===== src/rtl/pixel_stream_fifo.sv =====
// Elastic pixel buffer ahead of display_system: valid/ready write side, 1-cycle registered pop per pix_req,
// s_ready drops at full or during flush. Optional PIXEL_FIFO_UNDERFLOW_REPEAT_EN repeats the last pixel on underflow.
module pixel_stream_fifo #(
   parameter  int DEPTH  = 16,
   parameter  int DATA_W = 24,
   localparam int LW     = $clog2(DEPTH) + 1
) (
   input  logic              clk,
   input  logic              reset,
   input  logic              s_valid,
   output logic              s_ready,
   input  logic [DATA_W-1:0] s_data,
   input  logic              flush,
   input  logic              pix_req,
   output logic [DATA_W-1:0] pixel_data,
   output logic              pix_valid,
   output logic              underflow,
   input  logic              underflow_clr,
   output logic [15:0]       underflow_cnt,
   output logic [LW-1:0]     level
);

   localparam int            AW       = LW - 1;
   localparam logic [LW-1:0] FULL_LVL = LW'(DEPTH);

`ifdef PIXEL_FIFO_UNDERFLOW_REPEAT_EN
   localparam bit UF_BLACK = 1'b0;
`else
   localparam bit UF_BLACK = 1'b1;
`endif

   logic [DATA_W-1:0] mem [DEPTH];
   logic [LW-1:0]     wr_ptr;
   logic [LW-1:0]     rd_ptr;
   logic              wr_en;
   logic              pop;
   logic              uf_evt;
   logic              empty;

   // Pointers carry one extra MSB so full and empty differ at equal indices.
   assign level   = wr_ptr - rd_ptr;
   assign empty   = (level == '0);
   assign s_ready = (level != FULL_LVL) && !flush;
   assign wr_en   = s_valid && s_ready;
   assign pop     = pix_req && !empty && !flush;
   assign uf_evt  = pix_req && (empty || flush);

   always_ff @(posedge clk) begin
      if (wr_en) begin
         mem[wr_ptr[AW-1:0]] <= s_data;
      end
   end

   always_ff @(posedge clk or negedge reset) begin
      if (!reset) begin
         wr_ptr <= '0;
         rd_ptr <= '0;
      end else if (flush) begin
         wr_ptr <= '0;
         rd_ptr <= '0;
      end else begin
         if (wr_en) begin
            wr_ptr <= wr_ptr + 1'b1;
         end
         if (pop) begin
            rd_ptr <= rd_ptr + 1'b1;
         end
      end
   end

   // With the repeat build, holding pixel_data on underflow equals replaying the last popped pixel.
   always_ff @(posedge clk or negedge reset) begin
      if (!reset) begin
         pixel_data <= '0;
         pix_valid  <= 1'b0;
      end else begin
         pix_valid <= pop;
         if (pop) begin
            pixel_data <= mem[rd_ptr[AW-1:0]];
         end else if (uf_evt && UF_BLACK) begin
            pixel_data <= '0;
         end
      end
   end

   // A clear coinciding with a new underflow keeps the new event.
   always_ff @(posedge clk or negedge reset) begin
      if (!reset) begin
         underflow     <= 1'b0;
         underflow_cnt <= '0;
      end else if (underflow_clr) begin
         underflow     <= uf_evt;
         underflow_cnt <= {15'd0, uf_evt};
      end else if (uf_evt) begin
         underflow <= 1'b1;
         if (underflow_cnt != 16'hFFFF) begin
            underflow_cnt <= underflow_cnt + 16'd1;
         end
      end
   end

endmodule


===== config.mk =====
export PLATFORM = sky130hd
export DESIGN_NAME = pixel_stream_fifo
export DESIGN_NICKNAME = d
export VERILOG_FILES = /design/src/rtl/pixel_stream_fifo.sv
export SDC_FILE = /design/constraint.sdc
export NUM_CORES = 1
export LEC_CHECK = 0
export BUFFER_PORTS_ARGS = -buffer_cell sky130_fd_sc_hd__clkbuf_2
export CORE_MARGIN = 2
export CORE_UTILIZATION = 50
export CTS_CLUSTER_DIAMETER = 40
export DETAILED_ROUTE_END_ITERATION = 10
export GPL_TIMING_DRIVEN = 0
export PLACE_DENSITY_LB_ADDON = 0.08
export RECOVER_POWER = 50
export SETUP_SLACK_MARGIN = 0.2
export SKIP_CTS_REPAIR_TIMING = 1
export SLEW_MARGIN = 20
export SYNTH_ARGS = -nofsm -noshare
export SYNTH_HDL_FRONTEND = slang
export SYNTH_SLANG_ARGS = --single-unit

===== constraint.sdc =====
create_clock -name clk -period 11.6 [get_ports clk]
set_clock_uncertainty 0.1 [all_clocks]
set_input_delay 1.16 -clock clk [delete_from_list [all_inputs] [get_ports clk]]
set_output_delay 1.16 -clock clk [all_outputs]
set_load 0.05 [all_outputs]

=== After elaboration in Yosys (flattened, before gate mapping) ===
Memories as Yosys holds them, arrays and structs flattened.
Index checks and enable logic that the tools add are counted.

* Bits in registers: 52
* RAM bits: 384
* Output and inout port bits: 48
* Logic and storage cells: 41
* Memories kept: 1

* Add/sub/neg operators: 4
* Equal/unequal tests: 2
* Mux-type cells: 13
* Reduce and logical (&&, ||, !) cells: 15

{| class="wikitable"
|+ Memories
! memory !! depth !! width !! read ports !! clocked after memory_dff !! write ports !! RTL line !! text
|-
| mem || 16 || 24 || 1 || 0 || 1 || 32 || <nowiki>logic [DATA_W-1:0] mem [DEPTH];</nowiki>
|}

{| class="wikitable"
|+ Operators by type and width
! cell !! count
|-
| $mux W16 || 3
|-
| $mux W24 || 2
|-
| $mux W5 || 4
|-
| $add A16 B1 Y16 const B || 1
|-
| $ne A16 B16 Y1 const B || 1
|-
| $add A5 B1 Y5 const B || 2
|-
| $reduce_bool A2 Y1 || 5
|-
| $logic_and A1 B1 Y1 || 5
|-
| $logic_not A5 Y1 || 1
|-
| $ne A5 B5 Y1 const B || 1
|-
| $sub A5 B5 Y5 || 1
|-
| $mux W1 || 4
|-
| $logic_not A1 Y1 || 2
|-
| $reduce_and A2 Y1 || 1
|-
| $logic_or A1 B1 Y1 || 1
|}

=== Depth between registers and ports, before layout ===
Gate-level depths: netlist of the first run.

* Depth in word-level cells: 7
* Gate-level depth with buffers: 12
* Mapped depth without buffers: 9

=== Least setup slack after synthesis of the first run ===
Ideal clock, no wire load.

* Path kind: register -> output
* From: register rd_ptr[1]
* To: output port s_ready
* Arrival: 3,082 ps
* Required time: 10,340 ps
* Setup slack: 7,258 ps
* Stages on the path, launching flop included: 11
* Buffers on the path: 3
* Cell sequence: dfrtp_1 -> clkbuf_1 -> buf_2 -> buf_2 -> inv_1 -> fa_1 -> xor2_2 -> and4b_4 -> o211ai_2 -> nand2_1 -> inv_1

* Longest elaborated chain between the ends: 3

{| class="wikitable"
|+ RTL lines
! element !! RTL line !! text
|-
| start: declaration || 34 || <nowiki>logic [LW-1:0] rd_ptr;</nowiki>
|-
| start signal: assignment || 66 || <nowiki>rd_ptr <= rd_ptr + 1'b1;</nowiki>
|-
| $sub A5 B5 Y5 || 41 || <nowiki>assign level = wr_ptr - rd_ptr;</nowiki>
|-
| via level[2] || 20 || <nowiki>output logic [LW-1:0] level</nowiki>
|-
| $ne A5 B5 Y1 || 43 || <nowiki>assign s_ready = (level != FULL_LVL) && !flush;</nowiki>
|-
| $logic_and A1 B1 Y1 || 43 ||
|-
| end: declaration || 11 || <nowiki>output logic s_ready,</nowiki>
|}

The timed path passes the listed nets, and every way through them passes these cells.

=== Worst setup path in the final report of the first run ===
* From: register rd_ptr[1]
* To: output port s_ready

* Longest elaborated chain between the ends: 3

{| class="wikitable"
|+ RTL lines
! element !! RTL line
|-
| $sub A5 B5 Y5 || 41
|-
| $ne A5 B5 Y1 || 43
|-
| $logic_and A1 B1 Y1 || 43
|}

No other way between the ends.

==> impl_metrics.toml, run 1 <==
[status]
status = "finished, violations left"
violations = "capacitance limit, slew limit"

[cts]
cts_max_level = 2
clk_latency_ps = 580
clk_pin_slew_worst_paths_ps = 50
clock_path_buffers = 3
clock-sinks = 436
cts_tree = "built"
cts_root_buffer = "clkbuf_16"
numCtsBuffers = 55

[detailed_routing]
routed_wl_um = 39230
wl_per_cell_um = 26.26
vias = 8776
vias_per_cell = 5.874
antenna_left = 0
dr.pass1.iters = 5
drc = 0
drt_iter0_drc = 736

[synth]
synth_top_family_by_area = "multiplexers"
synth_compound_area_share_pct = 3.119
synth-seq-cells = 436
synthTopCellsByArea = "edfxtp_1 (66%), mux4_2 (15%), dfrtp_1 (7.5%), o2bb2ai_1 (1.2%), mux2_2 (0.84%)"
synth.most_common_cell = "edfxtp_1"
synthesis.area_mm2 = 0.01745
synth_area_leader_cell = "edfxtp_1"
synth_xor_area_share_pct = 0.2940
muxShareOfSynthArea_pct = 16.68
synth-simple-area-share_pct = 3.384
syn_area_per_cell_um2 = 20.63
synth_warnings = 0
synth_top_area_share_pct = 66.08
synth_seq_area_share_pct = 73.54
synth_top_flop_cell = "edfxtp_1"
syn-num-nets = 887
async_flop_share_pct = 11.93
syn-instance-count = 846
synth.distinct_cells = 54
synth-edff-count = 384
synthAdderAreaFrac_pct = 0.8317
ys_top_cells_by_count = "edfxtp_1 (384), mux4_2 (120), dfrtp_1 (52), inv_1 (38), clkbuf_1 (28)"

[cells_and_area]
register_area_mm2 = 0.01283
fin_nets = 1033
fillCellCount = 2518
multi_input_area_mm2 = 0.004258
final_area_mm2 = 0.02060
drive_gt1_share_pct = 30.06
syn_to_final_growth_pct = 18.04

[timing]
maxSlewHeadroom_pct = -86.89
layout_min_cycle_time_ps = 5245
finalWorstSetupSlack_ps = 6355
rsz0062_at_grt = "no"
tightest_slew_ps = 2803
post-route-period-util_pct = 45.22
setup_viol = 0
max_freq_ghz = 0.1907
hold_viol_final = 0
slew_viol_final = 41
fin_setup_tns_ps = 0

[worst_setup_path]
crit_slowest_cell = "fa_1"
worst_setup_path_start_kind = "register"
path_max_fanout = 10
cp.required_ps = 10340
crit_path_end_kind = "output port"
path_class = "reg -> out"
arrival_ps = 3990
crit_chain = "clkbuf_1, buf_2, buf_2, inv_1, fa_1, xor2_2, and4b_4, o211ai_2, nand2_1, inv_1, clkbuf_2"
critical_path.max_stage_delay_ps = 480

[die]
fp.dieW_um = 190.8
core_mm2 = 0.03446
dieArea_mm2 = 0.03641
initial_core_util_pct = 50.64
row_count = 68
num_io_pins = 78
die_y_um = 190.8

[power_and_ir_drop]
power_density_mw_per_mm2 = 236.0
ir_drop_mv = 0.1669
finalPower_mw = 4.861
power.leakage_nw = 6.916

[global_route]
grt-ovfl-total = 0
antenna_found_initial = 1
grt_use_total_pct = 22.59
grt_pass1_vias = 8881
grt_pass1_wl_um = 58470
grt_max_degree = 41

[placement]
post-place-ws_ps = 6783
placed_area_mm2 = 0.01875
gp_congestion = 0.8024
dp_hpwl_um = 23810
portBuffers = 75

[job]
maxCapViolCount = 1

[min_path]
hold_class = "reg -> reg"
metal layers:
layer / GRT usage, % / wire length [µm] / vias to the layer above
met5: 0 / 0 / -
met3: 3.809 / 2521 / 57
met4: 7.066 / 864 / 0
met2: 34.32 / 18320 / 291
li1: - / - / 3795
met1: 33.85 / 17520 / 4633
where the power goes:
part	switching, mW	internal (mW)
registers	0.0450	1.80
logic	0.767	0.493
clock network	0.665	1.10
stage by stage:
| stage | hold slack, ps | utilization [%] | instances |
|---|---|---|---|
| global route | 394.8 | 59.77 | 1493 |
| finish | 379.6 | 59.78 | 1494 |
| detailed placement | 372.0 | 54.43 | 1390 |
| CTS | 339.4 | 60.03 | 1493 |
| floorplan | 403.3 | - | 846 |
| global placement | 369.5 | 53.38 | 1376 |
registers in the layout, summed over array words and instances, names as in the netlist:
register       flops
pixel_data        24
rd_ptr             5
mem              384
wr_ptr             5
underflow_cnt     16
underflow          1
pix_valid          1
worst paths after layout:
check | from | to | slack, ps | cells past startpoint
worst min register to register | pixel_data[18] | pixel_data[18] | 380 | 1
min in group asynchronous | reset | underflow_cnt[14] | 530 | 1
max in group asynchronous | reset | pixel_data[18] | 7750 | 2
worst max register to register | rd_ptr[1] | mem[2][7] | 6870 | 11
worst min-delay path | pixel_data[18] | pixel_data[18] | 380 | 1
worst max-delay path | rd_ptr[1] | s_ready | 6360 | 11
logic make-up after synthesis:
logic type,count (synthesis)
compound gates,71
xor+xnor,5
fa+ha+maj,11
buf+inv,87
flops,436
mux,139
simple gates,97
final cells by class:
cell class	instances	share of cell area, %
Multi-Input combinational cell	323	20.67
Buffer	48	1.118
Clock inverter	39	2.217
Tap cell	455	2.764
Clock buffer	64	7.149
Antenna cell	1	0.01215
Sequential cell	436	62.30
Inverter	39	0.7107
Timing Repair Buffer	89	3.061
critical path, delay by kind of cell (launching register included):
family,cells,cell delay (ps)
AO/OA/AOI/OAI,1,240
XOR/XNOR,1,300
buffers and inverters,6,1650
flip-flops,1,350
adder cells (fa/ha/maj),1,480
AND/OR/NAND/NOR,2,370
placed cells by master, fill, tap and decap left out, drive strengths merged, types with 7 or more instances in the layout:
cell type    n
clkinv      20
edfxtp     384
buf         32
mux2        14
ha          10
nand3        7
nor2b       14
o2bb2ai     24
a21oi       18
clkbuf     169
nor2        19
and3        12
inv         44
dfrtp       52
nand2        7
nand4        8
o21ai        9
mux4       120
bufinv       8
(Power assumes the default switching activity.)
==> run 2, diff against run 1 <==
--- a/config.mk
+++ b/config.mk
@@ -5,6 +5,7 @@
 export SDC_FILE = /design/constraint.sdc
 export NUM_CORES = 1
 export LEC_CHECK = 0
+export ABC_AREA = 1
 export BUFFER_PORTS_ARGS = -buffer_cell sky130_fd_sc_hd__clkbuf_2
 export CORE_MARGIN = 2
 export CORE_UTILIZATION = 50
==> constraint.sdc (replaced) <==
create_clock -name clk -period 4.5 [get_ports clk]
set_clock_uncertainty 0.1 [all_clocks]
set_input_delay 0.45 -clock clk [delete_from_list [all_inputs] [get_ports clk]]
set_output_delay 0.45 -clock clk [all_outputs]
set_load 0.05 [all_outputs]
==> run 2 against run 1 <==
Against the previous run:
- the flow still finishes with violations (capacitance limit, slew limit)
- non-clock buffer count grew 71
- critical endpoint is now mem[4][20]
- core utilization is essentially flat
- clock-buffer cell count grew 2
- sequential share of layout area shrank 1.8 points
- die area grew 3.1%
- critical path depth grew 3
- total power grew to 2.6 times the previous value
==> impl_metrics.toml, run 2 <==
[status]
status = "finished, violations left"
violations = "capacitance limit, slew limit"

[synth]
syn_area_per_cell_um2 = 12.17
synth_top_flop_cell = "edfxtp_1"
synth-seq-cells = 436
synth.most_common_cell = "nand2_1"
synth.distinct_cells = 39
ys_top_cells_by_count = "nand2_1 (424), edfxtp_1 (384), nand3_1 (188), a21oi_1 (119), buf_2 (56)"
synth_seq_area_share_pct = 71.27
synth_area_leader_cell = "edfxtp_1"
synth-edff-count = 384
syn-num-nets = 1521
async_flop_share_pct = 11.93
synthesis.area_mm2 = 0.01801
syn-instance-count = 1480
synth_top_area_share_pct = 64.04
synth_warnings = 0
synthTopCellsByArea = "edfxtp_1 (64%), nand2_1 (8.8%), dfrtp_1 (7.2%), nand3_1 (5.2%), a21oi_1 (3.3%)"

[timing]
tightest_slew_ps = 2938
rsz0062_at_grt = "no"
maxSlewHeadroom_pct = -95.89
post-route-period-util_pct = 89.76
finalWorstSetupSlack_ps = 460.9
slew_viol_final = 53
layout_min_cycle_time_ps = 4039
max_freq_ghz = 0.2476
hold_viol_final = 0
setup_viol = 0
whs_ps = 61.14

[power_and_ir_drop]
power.share.clock_pct = 33.9
pwr-share-seq_pct = 37.4
power_density_mw_per_mm2 = 590.8
p_sw_share_pct = 34.63
p_sw_mw = 4.342
ir_drop_mv = 0.7177
finalPower_mw = 12.54
p_int_mw = 8.194
combPwrFrac_pct = 28.7
power.leakage_nw = 7.999

[global_route]
grt_busiest_layer = "met2"
antenna_found_initial = 0
met3_usage_pct = 3.601
grt-ovfl-total = 0
grt_pass1_wl_um = 71790
grt_max_degree = 53
grtUsageMet2_pct = 39.43
grt_util_met1_pct = 37.60
grt_use_total_pct = 25.36
grt_pass1_vias = 11780

[cells_and_area]
register_area_mm2 = 0.01283
final_area_mm2 = 0.02122
fin_nets = 1698
drive_gt1_share_pct = 16.73
fillCellCount = 2807
syn_to_final_growth_pct = 17.83
antenna_cells = 0
largest_reg_flops = 384
final_cell_mix = "nand2_1 (424), edfxtp_1 (384), nand3_1 (188)"
final_common_cell = "nand2_1"
instances_no_fill = 2159
multi_input_area_mm2 = 0.004697

[cts]
numCtsBuffers = 53
cts_tree = "built"
cts_root_buffer = "clkbuf_16"
clock-sinks = 436
clock_path_buffers = 3
clk_pin_slew_worst_paths_ps = 60
clk_latency_ps = 590
cts_max_level = 2

[die]
die_y_um = 193.8
row_count = 69
core_mm2 = 0.03548
initial_core_util_pct = 50.75
num_io_pins = 78
fp.dieW_um = 193.8
dieArea_mm2 = 0.03755

[worst_setup_path]
r2r_cells = 14
worst_setup_path_start_kind = "register"
cp.required_ps = 4700
path_max_fanout = 10
crit_path_end_kind = "register"
path_class = "reg -> reg"
rr_startpoint = "rd_ptr[2]"
rr_endpoint = "mem[4][20]"
rrSetupSlack_ps = 460
arrival_ps = 4240

[placement]
placed_area_mm2 = 0.01948
placed_cells = 2062
dp_hpwl_um = 32450
post-place-ws_ps = 230.6
gp_congestion = 0.8907
portBuffers = 76

[detailed_routing]
drc = 0
dr.pass1.iters = 6
drt_iter0_drc = 1184
antenna_left = 0
wl_per_cell_um = 21.90
vias_per_cell = 5.671
routed_wl_um = 47280
vias = 12240

[job]
maxCapViolCount = 1

[min_path]
hold_start = "s_valid"
whs_endpoint = "wr_ptr[1]"
hold_depth = 3
hold_class = "in -> reg"
run 2: area by class of cell:
cell class,count,area share [%]
flip-flops and latches,436,60.48
multi-input cells,918,22.14
clock buffers,66,6.682
repair buffers,122,3.591
well taps,461,2.719
plain buffers,86,2.052
clock inverters,30,1.610
inverters,40,0.7254
run 2: stage by stage:
step / util (%) / TNS [ps]
6_report: 59.79 / 0
5_1_grt: 59.79 / 0
4_1_cts: 59.86 / 0
3_5_place_dp: 54.90 / 0
3_3_place_gp: 53.44 / -690830
2_1_floorplan: - / -108540
run 2: worst max-delay path by stage:
stage,endpoint,depth (start not counted),slack (ps),from
5_1_grt,mem[3][17],15,250,rd_ptr[2]
2_1_floorplan,mem[0][0],10,-300,rd_ptr[2]
3_5_place_dp,mem[5][9],15,230,rd_ptr[2]
6_report,mem[4][20],14,460,rd_ptr[2]
3_3_place_gp,mem[10][20],12,-2120,rd_ptr[2]
4_1_cts,mem[5][9],15,180,rd_ptr[2]
run 2: metal layers:
layer | vias up | part of all wire (%)
li1 | 5662 | -
met1 | 5976 | 44
met2 | 529 | 46
met3 | 76 | 7.9
met4 | 0 | 2.1
met5 | - | 0
run 2: power by group through the flow:
stage          Clock, mW  Sequential, mW  Combinational (mW)
2_1_floorplan          0            5.04                2.09
3_3_place_gp           0            4.77                3.47
3_5_place_dp           0            4.77                3.56
4_1_cts             4.30            4.69                3.58
5_1_grt             4.46            4.70                3.91
6_report            4.25            4.69                3.60
run 2: logic make-up (layout without fill, tap and decap cells):
logic type      after synthesis  in the layout  share of synthesized area [%]
flops                       436            436                          71.27
xor+xnor                     10             10                         0.4864
fa+ha+maj                    11             11                         0.8061
compound gates              221            221                          7.720
buf+inv                     126            344                          3.245
simple gates                676            676                          16.48
run 2: critical path, stage by stage (launching register included):
cell and delay [ps]:
dfrtp_1 390, buf_2 320, clkinvlp_4 300, clkbuf_2 350
ha_1 420, a21oi_1 180, nand2_1 70, nand2_1 70
nand2_2 80, nand3_1 100, nand3_1 150, buf_2 310
nor3_2 520, buf_6 230, buf_6 150
==> run 3, diff against run 2 <==
--- a/config.mk
+++ b/config.mk
@@ -6,12 +6,12 @@
 export NUM_CORES = 1
 export LEC_CHECK = 0
 export ABC_AREA = 1
-export BUFFER_PORTS_ARGS = -buffer_cell sky130_fd_sc_hd__clkbuf_2
 export CORE_MARGIN = 2
 export CORE_UTILIZATION = 50
 export CTS_CLUSTER_DIAMETER = 40
+export CTS_CLUSTER_SIZE = 30
 export DETAILED_ROUTE_END_ITERATION = 10
-export GPL_TIMING_DRIVEN = 0
+export DONT_BUFFER_PORTS = 1
 export PLACE_DENSITY_LB_ADDON = 0.08
 export RECOVER_POWER = 50
 export SETUP_SLACK_MARGIN = 0.2
==> run 3 against run 2 <==
Against the previous run:
- the run ends with hold timing left
- combinational power shrank 17%
- cell area shrank 2.3%
- sequential cell count is the same
- largest power group unchanged
- die area is the same
- sequential share of layout area grew 1.4 points
- clock power grew 3%
- worst setup slack gained 370 ps
- final cell count shrank 6.5%
- core utilization shrank 1.4 points
- routed wire length shrank 5.3%
==> impl_metrics.toml, run 3 (same netlist as run 2, synthesis figures left out) <==
[die]
num_io_pins = 78
dieArea_mm2 = 0.03755
core_mm2 = 0.03548
die_y_um = 193.8
initial_core_util_pct = 50.75
fp.dieW_um = 193.8
row_count = 69

[placement]
post-place-ws_ps = 793.5
dp_hpwl_um = 24890
portBuffers = 0
gp_congestion = 0.8105
placed_cells = 1888

[power_and_ir_drop]
finalPower_mw = 12.35
ir_drop_mv = 0.9895
power.share.clock_pct = 35.5
power.leakage_nw = 7.599
power_density_mw_per_mm2 = 595.9
combPwrFrac_pct = 24.1
p_sw_share_pct = 35.05
pwr-share-seq_pct = 40.4
p_sw_mw = 4.331
p_int_mw = 8.024

[worst_setup_path]
crit_path_end_kind = "register"
path_class = "reg -> reg"
cp.required_ps = 4670
worst_setup_path_start_kind = "register"
arrival_ps = 3840
path_max_fanout = 22

[timing]
hold_viol_final = 1
finalWorstSetupSlack_ps = 830.7
post-route-period-util_pct = 81.54
max_freq_ghz = 0.2725
whs_ps = -19.18
tightest_slew_ps = 1329
layout_min_cycle_time_ps = 3669
fin_setup_tns_ps = 0
rsz0062_at_grt = "no"
setup_viol = 0
maxSlewHeadroom_pct = 11.41
slew_viol_final = 0

[min_path]
hold_class = "in -> reg"

[global_route]
grt_pass1_vias = 10850
grt-ovfl-total = 0
antenna_found_initial = 0
grt_pass1_wl_um = 67450
grt_use_total_pct = 23.51
grt_max_degree = 196

[status]
status = "finished, violations left"
violations = "hold timing"

[detailed_routing]
drc = 0
antenna_left = 0
wl_per_cell_um = 22.18
routed_wl_um = 44770
vias_per_cell = 5.721
drt_iter0_drc = 1067
dr.pass1.iters = 6
vias = 11550

[cts]
clk_latency_ps = 590
clk_pin_slew_worst_paths_ps = 60
cts_tree = "built"
numCtsBuffers = 53
clock_path_buffers = 3
cts_root_buffer = "clkbuf_16"
cts_max_level = 2
clock-sinks = 436

[cells_and_area]
drive_gt1_share_pct = 12.97
largest_reg_flops = 384
final_cell_mix = "nand2_1 (424), edfxtp_1 (384), nand3_1 (188)"
antenna_cells = 0
fin_nets = 1554
instances_no_fill = 2018
syn_to_final_growth_pct = 15.14
final_common_cell = "nand2_1"

[job]
maxCapViolCount = 0
==> run 3: cell count changes in the layout (fill, tap and decap cells not counted), moves of 5 or more <==
cell / previous run / this run
clkinv_4: 3 / 8
dlygate4sd3_1: 1 / 30
clkbuf_2: 28 / 0
inv_6: 2 / 11
buf_2: 56 / 0
buf_12: 0 / 5
clkbuf_1: 79 / 1
inv_8: 0 / 7
buf_6: 22 / 0
==> run 3: worst max-delay path, cell delays in order (launching register included) <==
cell     delay (ps)
dfrtp_1         440
inv_1           140
ha_1            150
inv_1            50
fa_1            390
nand3_1         110
nand3_1          90
nand2_1         140
inv_2           150
nand3_1         100
nand3_1          60
buf_4           250
nor3_2          750
buf_4           400
==> run 3: through the flow <==
stage | hold slack [ps] | cell area, µm² | util, %
after floorplan | 54.41 | 18010 | -
after global placement | 55.46 | 18560 | 52.30
after detailed placement | 55.56 | 18560 | 52.30
after CTS | -572.7 | 20400 | 57.50
after global routing | 1.356 | 20730 | 58.43
final | -19.18 | 20730 | 58.43
==> run 3: metal layers <==
| metal | routed length, µm | global-route usage [%] |
|---|---|---|
| met2 | 19990 | 35.56 |
| met3 | 3249 | 5.114 |
| met4 | 811 | 5.655 |
| met1 | 20720 | 34.96 |
| met5 | 0 | 0 |
==> run 3: final cells by class <==
class | instances | area (µm²)
Multi-Input combinational cell | 918 | 4674
Timing Repair Buffer | 64 | 638.1
Fill cell | 2884 | 14750
Tap cell | 461 | 576.8
Sequential cell | 436 | 12840
Inverter | 40 | 158.9
Clock inverter | 42 | 450.4
Clock buffer | 57 | 1394
==> run 3: path summary, 6_finish.rpt <==
kind                            from          to  slack (ps)  cells after the start
hold / removal                 flush   rd_ptr[3]         -20                      3
min in group asynchronous      reset   underflow         370                      2
max in group asynchronous      reset   rd_ptr[0]        3670                      2
setup reg to reg           wr_ptr[0]  mem[4][18]         830                     13
setup / recovery           wr_ptr[0]  mem[4][18]         830                     13
hold reg to reg            wr_ptr[0]   wr_ptr[0]         480                      1
==> run 3: power by group through the flow <==
| stage | sequential (mW) | combinational (mW) | clock (mW) |
|---|---|---|---|
| 2_1_floorplan | 5.04 | 2.09 | 0 |
| 3_3_place_gp | 5.08 | 2.85 | 0 |
| 6_report | 5.00 | 2.98 | 4.38 |
| 3_5_place_dp | 5.08 | 2.86 | 0 |
| 4_1_cts | 5.00 | 2.87 | 4.45 |
| 5_1_grt | 5.02 | 3.26 | 4.61 |
